## src/rtl/vram_arbiter.sv

```systemverilog
// vram_arbiter
//   Shares a single-port 16Kx4 synchronous video RAM between VGA scan-out
//   nibble fetches (fixed 2-cycle latency, priority) and a CPU
//   request/acknowledge port. A starvation guard forces a waiting CPU
//   operation through after CPU_MAX_WAIT lost arbitrations, dropping the
//   colliding VGA fetch and setting the sticky vga_overrun flag.
//
// Ports:
//   vclk, reset_n            pixel clock, synchronous active-low reset
//   vga_req, vga_a           one-cycle fetch strobe and nibble address
//   vga_do, vga_valid        fetched nibble (held) and its one-cycle strobe
//   vga_overrun              sticky: a VGA fetch was dropped by the guard
//   cpu_req/we/a/di          level request, direction, address, write data
//   cpu_do, cpu_ack          read data (held) and one-cycle completion pulse
//   ram_a/we/di              registered RAM address, write enable, data
//   ram_do                   RAM read data, one cycle after ram_a
module vram_arbiter #(
    parameter int unsigned CPU_MAX_WAIT = 4
) (
    input  logic        vclk,
    input  logic        reset_n,
    input  logic        vga_req,
    input  logic [13:0] vga_a,
    output logic [3:0]  vga_do,
    output logic        vga_valid,
    output logic        vga_overrun,
    input  logic        cpu_req,
    input  logic        cpu_we,
    input  logic [13:0] cpu_a,
    input  logic [3:0]  cpu_di,
    output logic [3:0]  cpu_do,
    output logic        cpu_ack,
    output logic [13:0] ram_a,
    output logic        ram_we,
    output logic [3:0]  ram_di,
    input  logic [3:0]  ram_do
);

    localparam logic [3:0] MAX_WAIT = 4'(CPU_MAX_WAIT);

    // Tag of the access issued at each of the last two edges. A CPU write
    // only needs one stage (ack after E1); reads are captured from the
    // second stage when ram_do carries their data.
    typedef enum logic [1:0] {
        TAG_NONE,
        TAG_VGA,
        TAG_CPU_RD,
        TAG_CPU_WR
    } tag_t;

    tag_t        tag1;
    tag_t        tag2;
    logic        busy;
    logic [3:0]  wait_cnt;

    logic        cpu_pending;
    logic        guard_fire;
    logic        issue_vga;
    logic        issue_cpu;

    always_comb begin
        cpu_pending = cpu_req && !busy;
        guard_fire  = cpu_pending && vga_req && (wait_cnt == MAX_WAIT);
        issue_vga   = vga_req && !guard_fire;
        issue_cpu   = cpu_pending && !issue_vga;
    end

    always_ff @(posedge vclk) begin
        if (!reset_n) begin
            vga_do      <= '0;
            vga_valid   <= 1'b0;
            vga_overrun <= 1'b0;
            cpu_do      <= '0;
            cpu_ack     <= 1'b0;
            ram_a       <= '0;
            ram_we      <= 1'b0;
            ram_di      <= '0;
            busy        <= 1'b0;
            wait_cnt    <= '0;
            tag1        <= TAG_NONE;
            tag2        <= TAG_NONE;
        end else begin
            vga_valid <= 1'b0;
            cpu_ack   <= 1'b0;

            // Issue stage
            if (issue_vga) begin
                ram_a  <= vga_a;
                ram_we <= 1'b0;
                tag1   <= TAG_VGA;
            end else if (issue_cpu) begin
                ram_a  <= cpu_a;
                ram_we <= cpu_we;
                ram_di <= cpu_di;
                busy   <= 1'b1;
                tag1   <= cpu_we ? TAG_CPU_WR : TAG_CPU_RD;
            end else begin
                ram_we <= 1'b0;
                tag1   <= TAG_NONE;
            end

            tag2 <= tag1;

            // Completion: busy is only ever set while it was clear, so the
            // clears below never coincide with a new CPU issue.
            if (tag1 == TAG_CPU_WR) begin
                cpu_ack <= 1'b1;
                busy    <= 1'b0;
            end

            if (tag2 == TAG_VGA) begin
                vga_do    <= ram_do;
                vga_valid <= 1'b1;
            end else if (tag2 == TAG_CPU_RD) begin
                cpu_do  <= ram_do;
                cpu_ack <= 1'b1;
                busy    <= 1'b0;
            end

            // Starvation guard
            if (issue_cpu || !cpu_req) begin
                wait_cnt <= '0;
            end else if (cpu_pending && issue_vga) begin
                wait_cnt <= wait_cnt + 4'd1;
            end

            if (guard_fire) begin
                vga_overrun <= 1'b1;
            end
        end
    end

endmodule

```

## config.mk

```make
export PLATFORM = sky130hd
export DESIGN_NAME = vram_arbiter
export DESIGN_NICKNAME = d
export VERILOG_FILES = /design/src/rtl/vram_arbiter.sv
export SDC_FILE = /design/constraint.sdc
export NUM_CORES = 1
export LEC_CHECK = 0
export CORE_ASPECT_RATIO = 1.2
export CORE_MARGIN = 5
export CORE_UTILIZATION = 45
export DETAILED_ROUTE_END_ITERATION = 10
export PLACE_DENSITY = 0.82
export SYNTH_ARGS = -nofsm -noshare
export SYNTH_HDL_FRONTEND = slang
export SYNTH_SLANG_ARGS = --single-unit
```

## constraint.sdc

```tcl
create_clock -name vclk -period 5.02 [get_ports vclk]
set_clock_uncertainty 0.15 [all_clocks]
set_input_delay 1.255 -clock vclk [delete_from_list [all_inputs] [get_ports vclk]]
set_output_delay 1.255 -clock vclk [all_outputs]
set_load 0.02 [all_outputs]
```

## Word-level counts from Yosys, hierarchy flattened

Cells that the tools add are included.

- Register bits after elaboration: 39
- Bits in latches: 0
- RAM bits: 0
- ROM bits: 0
- Word-level logic and storage cells: 52
- Memories: 0

- Add/sub/neg operators: 1
- $mul: 0
- Divide/modulo/power cells: 0
- Order comparisons: 0
- Equal/unequal tests: 4
- Shift-type cells: 0
- Multiplexer cells: 14
- Bitwise logic cells: 4
- Reduce and logical (&&, ||, !) cells: 16

Operator list:

| operator | number |
|---|---|
| $mux W14 | 2 |
| $mux W1 | 12 |
| $logic_and A1 B1 Y1 | 6 |
| $add A4 B1 Y4 const B | 1 |
| $eq A2 B2 Y1 const B | 2 |
| $eq A4 B3 Y1 const B | 1 |
| $logic_not A1 Y1 | 4 |
| $not A1 Y1 | 4 |
| $reduce_and A2 Y1 | 2 |
| $reduce_or A3 Y1 | 1 |
| $eq A2 B1 Y1 const B | 1 |
| $reduce_bool A2 Y1 | 1 |
| $reduce_or A2 Y1 | 1 |
| $logic_or A1 B1 Y1 | 1 |

## Logic depth before layout (Yosys ltp)

- Word-level depth: 13
- Depth in mapped cells: 7
- Gate-level depth less buffers: 5

## Least setup slack after synthesis

Ideal clock, no wire load.

- Path type: input-to-reg
- From: in vga_req
- To: reg wait_cnt[2]
- Data arrival time: 2.093 ns
- Required time: 4.784 ns
- Setup slack: 2.691 ns
- Stages: 4
- Buffers on the path: 1
- Cell sequence: buf_6 -> inv_4 -> or4b_4 -> a221oi_2

- Cells in the longest elaborated chain, start to end: 8
- Elaborated cells between the ends (all ways): 9
- Classes of those cells: reduce/logical: 9

Ends and longest elaborated chain:

| item | line | source |
|---|---|---|
| from (decl) | 22 | `input logic vga_req,` |
| $logic_and A1 B1 Y1 (2 in a row) | 63 | `guard_fire = cpu_pending && vga_req && (wait_cnt == MAX_WAIT);` |
| $logic_not A1 Y1 | 64 | `issue_vga = vga_req && !guard_fire;` |
| $logic_and A1 B1 Y1 (*) | 64 |  |
| $logic_not A1 Y1 | 65 | `issue_cpu = cpu_pending && !issue_vga;` |
| $logic_and A1 B1 Y1 | 65 |  |
| $logic_or A1 B1 Y1 | 121 | `if (issue_cpu \|\| !cpu_req) begin` |
| $reduce_or A2 Y1 (no line) | - |  |
| to (signal assigned) | 124 | `wait_cnt <= wait_cnt + 4'd1;` |
| to (decl) | 54 | `logic [3:0] wait_cnt;` |

Every way passes the cells marked *; elsewhere a longest branch is shown, timed or not.
A chain may end at the register's enable or synchronous reset.

## Worst setup path in the final report

- From: in reset_n
- To: reg ram_a[0]

RTL lines:

| item | line | source |
|---|---|---|
| from (decl) | 21 | `input logic reset_n,` |
| to (signal assigned) | 88 | `ram_a <= vga_a;` |
| to (signal assigned) | 92 | `ram_a <= cpu_a;` |
| to (decl) | 33 | `output logic [13:0] ram_a,` |

No word-level cell between the ends.

==> key figures <==
Status
  • Outcome: complete, no violations

Clock tree
  • Setup repair bufs after CTS: 0
  • H-tree depth: 2
  • CTS Buf Count: 5
  • Clock transition at path regs: 70 ps
  • Post-CTS sizing: 0
  • Clk sink count: 39
  • Hold-fix buffers, CTS: 0
  • Clk_lat worst skew: 290 ps
  • CTS tree: yes
  • Root buffer cell: clkbuf_8
  • Clock tree buffer depth: 2

Setup path
  • Required time of the critical path: 5040 ps
  • Reg2reg start: busy
  • CP Launch Type: primary input
  • Crit-path cells: clkdlybuf4s50_1, clkinv_1, a311oi_1
  • Top cell family by delay on the critical path: buffers and inverters
  • Worst Reg-to-Reg Cells: 3
  • CP startpoint: reset_n
  • CP max FO: 26
  • Reg2reg end: ram_a[0]
  • Nature of the critical path endpoint: register
  • Crit Path Category: in2reg
  • Worst path buffer plus inverter count: 2
  • Crit path capture: ram_a[0]
  • Crit path DAT: 3220 ps
  • Crit. path cell count: 3
  • CP max-delay cell: clkdlybuf4s50_1
  • Reg2reg setup slack: 2970 ps
  • Critical path's largest stage delay: 760 ps

Placement
  • # port buffers: 70
  • Place WS: 1540 ps
  • Placed Area: 2350 um^2
  • GPL Wtd Cong: 0.767
  • Post-DP HPWL: 2920 um

Finish
  • Reg area: 781 um^2
  • Nets: 284
  • # diodes: 0
  • Share of post-route cells with drive strength above 1: 5.39%
  • Fin area: 2440 um^2
  • Fill cells: 306
  • Area grow syn2layout: 43.6%
  • Area of the multi-input gates: 790 um^2

Power
  • Static leakage: 0.896 nW
  • Pwr Total: 668 uW
  • Max VDD drop: 0.182 mV
  • P per Cell Area: 274 nW/um^2

Synthesis
  • Post-synthesis instance area: 1700 um^2
  • Most area-hungry cell type in the Yosys netlist: dfxtp_1
  • Ys async rst share: 0%
  • Seq/Total Area, Yosys: 45.9%
  • Synth top area cells: dfxtp_1, nand2_1, a311oi_1
  • Netlist cell types: 36
  • Avg Cell Area, Syn: 9.45 um^2
  • Synthesized flop and latch total: 39
  • Most frequent cell after synthesis: nand2_1
  • Commonest cells in the netlist: nand2_1, dfxtp_1, a211oi_1, a311oi_1, mux2i_1
  • Top-area cell type share of the netlist area: 45.9%
  • EDFF count, synth: 0
  • YS warnings: 0
  • Cells after synthesis: 180
  • Syn Nets: 223
  • Top FF cell, synth: dfxtp_1

Timing
  • Post-Route Setup TNS: 0 ps
  • Slew HR: 34.5%
  • Fmax: 0.312 GHz
  • Max-slew violations: 0
  • Post-route worst setup slack: 1820 ps
  • Final hold viol count: 0
  • Final Cycle Share: 63.8%
  • Crit path time final: 3200 ps
  • RSZ-0062 raised after global routing: no
  • Final setup violation count: 0
  • Worst slew pin tran: 982 ps

Global route
  • Vias in the first global route: 1441
  • Initial antenna violation count: 0
  • Pin count of the biggest net entering global routing: 32
  • First-pass GRT wire length: 6630 um
  • GRT Total Usage: 16.7%
  • Remaining Overflow, GRT: 0

Floorplanning
  • Chip height: 77.3 um
  • Initial core utilization: 46.8%
  • Die Wd: 66.1 um
  • I/O pin count: 71
  • Core box area: 3630 um^2
  • Full die area: 5110 um^2
  • Row count: 24

Routing
  • Drt drc: 0
  • WL/cell: 14.4 um
  • Antenna viol nets, final: 0
  • Vias: 1536
  • Vias per cell: 5.24
  • Initial DRC count: 77
  • TritonRoute pass-1 iters: 4
  • Routed WL: 4220 um

Worst hold path
  • Worst Hold Class: reg2reg
  • Hold path start: ram_di[1]

Run
  • Max-cap violations: 0
cell usage in the layout, fill, tap and decap left out, types with 2 or more instances in the layout:
cell type	n
nor2_1	11
dfxtp_1	39
o22ai_1	2
and2_1	3
mux2i_1	12
nor2b_1	2
clkdlybuf4s50_1	70
a311oi_1	14
nand2_1	40
ha_1	2
a211oi_1	14
clkbuf_8	6
inv_1	2
a21oi_1	3
worst min-delay path by stage:
| stage | end | cells after the start |
|---|---|---|
| after global placement | tag2[1] | 1 |
| after CTS | ram_di[1] | 2 |
| after detailed placement | tag2[1] | 1 |
| after floorplan | tag2[0] | 1 |
| after global routing | tag2[0] | 1 |
| final | ram_di[1] | 2 |
sequential cells by signal (all words and copies together) (netlist names):
register	flops
cpu_ack	1
tag2	2
tag1	2
ram_a	14
busy	1
vga_valid	1
wait_cnt	4
ram_di	4
vga_do	4
ram_we	1
cpu_do	4
vga_overrun	1
metal layers:
| metal | vias to the layer above | GRT usage, % | routed length (um) |
|---|---|---|---|
| met5 | - | 0 | 0 |
| met4 | 0 | 9.55 | 142 |
| met3 | 11 | 4.77 | 266 |
| met2 | 44 | 26.7 | 2080 |
| met1 | 719 | 19.7 | 1740 |
| li1 | 762 | - | - |
stage by stage:
| stage | instances | hold slack (ps) | util (%) |
|---|---|---|---|
| 2_1_floorplan | 180 | 285 | - |
| 3_3_place_gp | 286 | 293 | 64.8 |
| 3_5_place_dp | 286 | 305 | 64.8 |
| 4_1_cts | 293 | 316 | 67.2 |
| 5_1_grt | 293 | 346 | 67.2 |
| 6_report | 293 | 313 | 67.2 |
cell families after synthesis:
group | Yosys count | share of synthesized area (%)
and+or+nand+nor | 66 | 18.1
AOI/OAI and AO/OA | 41 | 19.8
DFF | 39 | 45.9
buffers and inverters | 20 | 7.65
muxes | 12 | 7.06
adders and majority gates | 2 | 1.47
power by group:
part / switching [mW] / total, mW / leakage (nW) / internal (mW)
clock network: 0.0997 / 0.207 / 0.0470 / 0.108
logic: 0.0606 / 0.127 / 0.529 / 0.0663
registers: 0.00900 / 0.334 / 0.320 / 0.325
worst register-to-register path, stage by stage, from the launching register on:
cell	delay [ps]
dfxtp_1	400
and2b_1	880
a211oi_1	180
a311oi_1	310
final cells by class:
cell class,instances,area share (%)
Timing Repair Buffer,70,28.7
Inverter,4,0.718
Clock inverter,1,0.205
Sequential cell,39,32.0
Multi-Input combinational cell,121,32.3
Tap cell,52,2.67
Clock buffer,6,3.38
(Power assumes the default switching activity.)
==> edit 1 (same flow settings) <==
The 4 values of `tag_t` get a Gray code encoding in 2 bits.
--- a/src/rtl/vram_arbiter.sv
+++ b/src/rtl/vram_arbiter.sv
@@ -43,8 +43,8 @@
     // second stage when ram_do carries their data.
     typedef enum logic [1:0] {
-        TAG_NONE,
-        TAG_VGA,
-        TAG_CPU_RD,
-        TAG_CPU_WR
+        TAG_NONE   = 2'b00,
+        TAG_VGA    = 2'b01,
+        TAG_CPU_RD = 2'b11,
+        TAG_CPU_WR = 2'b10
     } tag_t;
 
Function: same outputs for any inputs over 10 cycles, from zero or initial values and one cycle with reset_n low; not proved beyond that.
==> edit 1 against the original RTL <==
  * Via count is 0.85% higher
  * Die area down 0.20%
  * Routed wire length increased by 2.0%
  * Cell count up 1.7%
  * Final area is 0.82% higher
  * Worst setup slack better by 0.046 ns
  * Sequential cell count unchanged
  * Non-clock buffer count is the same
  * Sequential share of layout area down 0.26 points
  * Power rose by 3.3%
  * Synthesized area is 0.22% lower
  * Critical path type unchanged
  * Largest cell class unchanged
==> edit 1: results <==
[status]
status = "finished, final reports clean"

[worst_setup_path]
cpPeakStageDelay_ns = 0.82
cp-startpoint = "cpu_req"
r2r_end = "ram_a[12]"
rrSetupSlack_ns = 2.93
crit_end = "ram_a[12]"
cp_slowest_cell = "and2b_1"
critPathArrivalTime_ns = 3.19
worstPathMaxFanout = 31
path_delay_family = "simple AND/OR/NAND/NOR gates"

[drt]
drtPass1Iterations = 5
drtIter0Drc = 133
drt_wl_total_um = 4308
wire_per_inst_um = 14.46
met2_length_um = 2144
dr_wl_met3_um = 281

[power_and_ir_drop]
max-vdd-ir-drop_mv = 0.1962
p_int_w = 0.0005145
comb_power_share_pct = 17.9
power.leakage_nw = 0.8804

[synthesis]
muxShareOfSynthArea_pct = 4.720
syn-num-nets = 226
synthAdderAreaFrac_pct = 1.475
syn_area_per_cell_um2 = 9.271
synth.distinct_cells = 37
synth_compound_area_share_pct = 21.09
synthTopCellsByCount = "nand2_1, dfxtp_1, a211oi_1, a311oi_1, mux2i_1"
synthTopCellsByArea = "dfxtp_1, nand2_1, a311oi_1"

[timing]
layout_worst_path_cycle_share_pct = 62.85
worst_pin_slew_ns = 0.9960

[placed_design]
pre_cts_ws_ns = 1.583
routabilityCongestion = 0.7632
dpl_cell_area_um2 = 2357

[final_layout]
fin_nets = 288
final.fill_count = 299

[grt]
grtUsageTotal_pct = 16.81
grt_use_met1_pct = 21.07
grt_pass1_wl_um = 6679
grt_pass1_vias = 1345

[min_path]
min_from = "cpu_do[1]"
[edit 1: cell types whose count changed in the layout (fill, tap and decap cells not counted), sizes merged, moves of 2 or more]
cell	before	now
nand3	0	4
nor2	11	6
mux2i	12	8
nand2	40	44
nand2b	2	4
a21oi	4	8
[edit 1: kinds of logic (layout without fill, tap and decap cells)]
logic type | after synthesis | in the layout
buffers and inverters | 19 | 82
multiplexers | 8 | 8
adder cells (fa/ha/maj) | 2 | 2
AO/OA/AOI/OAI | 45 | 45
flip-flops | 39 | 39
AND/OR/NAND/NOR | 70 | 70
[edit 1: area by class of cell]
| cell class | count | area (um2) | area share [%] |
|---|---|---|---|
| Timing Repair Buffer | 70 | 700.7 | 28.47 |
| Inverter | 4 | 17.52 | 0.7117 |
| Clock inverter | 1 | 7.507 | 0.3050 |
| Sequential cell | 39 | 780.7 | 31.72 |
| Tap cell | 52 | 65.06 | 2.644 |
| Clock buffer | 7 | 96.34 | 3.915 |
| Multi-Input combinational cell | 125 | 793.3 | 32.23 |
==> edit 2 (same settings) <==
Without the edit above. Compare `wait_cnt` against `MAX_WAIT` with >= in place of ==.
--- a/src/rtl/vram_arbiter.sv
+++ b/src/rtl/vram_arbiter.sv
@@ -61,5 +61,5 @@
     always_comb begin
         cpu_pending = cpu_req && !busy;
-        guard_fire  = cpu_pending && vga_req && (wait_cnt == MAX_WAIT);
+        guard_fire  = cpu_pending && vga_req && (wait_cnt >= MAX_WAIT);
         issue_vga   = vga_req && !guard_fire;
         issue_cpu   = cpu_pending && !issue_vga;
Check against the original RTL: no difference found for any inputs over 10 cycles, from zero or initial values and one cycle with reset_n low; that may be too few to reach the edited logic, so the function may still have changed.
==> edit 2 against the original RTL <==
  * Final area shrank 6.5%
  * Sequential cell count stayed put
  * Power up 2.0%
  * Critical path depth rose by 1
  * First-iteration DRC count is 48% lower
  * Worst setup slack gained 0.33 ns
  * Synthesized area fell by 12%
  * Largest cell class is now registers
  * Die area down 10%
  * Routed wire length fell by 13%
==> edit 2: results <==
[status]
status = "finished, final reports clean"

[final_layout]
seq-cell-share_pct = 34.19
drive_gt1_share_pct = 5.556
buf_share_pct = 30.68
multiInputCombCellCount = 115
nNonClkInverters = 2
seq_cell_count = 39
synthToLayoutAreaGrowth_pct = 52.72
final.fill_count = 276
clk_share_pct = 4.384
fin_nets = 275
fin_cells = 271

[placed_design]
placed_cells = 263
hpwl_um = 2701
dpl_cell_area_um2 = 2183

[floorplanning]
coreArea_um2 = 3281

[grt]
met2_usage_pct = 29.95
grt_pass1_vias = 1400
grt_use_met1_pct = 17.51

[drt]
met1_length_um = 1482
met2_length_um = 1801
vias_per_cell = 4.945
drtIter0Drc = 40
wire_per_inst_um = 13.55
dr_wl_met3_um = 322

[synthesis]
synthAdderAreaFrac_pct = 0.8368
muxShareOfSynthArea_pct = 8.033
ys_seq_area_share_pct = 52.22
synthTopCellsByCount = "dfxtp_1, nand2_1, nor2_1, a31oi_1, o21ai_0"
syn-num-nets = 208

[worst_setup_path]
rrSetupSlack_ns = 3.16
rr_worst_depth = 4
cp-startpoint = "vga_req"
worstPathMaxFanout = 28

[power_and_ir_drop]
max-vdd-ir-drop_mv = 0.2633
comb_power_share_pct = 18.0
p_int_w = 0.0005169
pwr-share-seq_pct = 49.0

[min_path]
min_from = "wait_cnt[3]"
[edit 2: cell types whose count changed in the layout (fill, tap and decap cells not counted), sizes merged, moves of 2 or more]
cell / change
nand3: +2
a21oi: +4
a31oi: +13
nand2: -7
clkbuf: +2
a311oi: -14
nor2: +8
clkinv: -2
o21ai: +13
o22ai: -2
a211oi: -13
[edit 2: per-stage QoR]
| stage | total power (W) | hold WS (ns) | setup WS, ns |
|---|---|---|---|
| 3_5_place_dp | 0.0004644 | 0.2850 | 1.862 |
| 2_1_floorplan | 0.0003983 | 0.2710 | 2.883 |
| 3_3_place_gp | 0.0004627 | 0.2815 | 1.930 |
| 5_1_grt | 0.0007149 | 0.3199 | 1.937 |
| 4_1_cts | 0.0006894 | 0.2964 | 2.159 |
| 6_report | 0.0006819 | 0.2938 | 2.146 |
[edit 2: worst max-delay path, stage by stage]
cell and delay, ns:
clkdlybuf4s50_1 0.62, nand2b_1 0.69, o21ai_0 0.19, a31oi_1 0.18
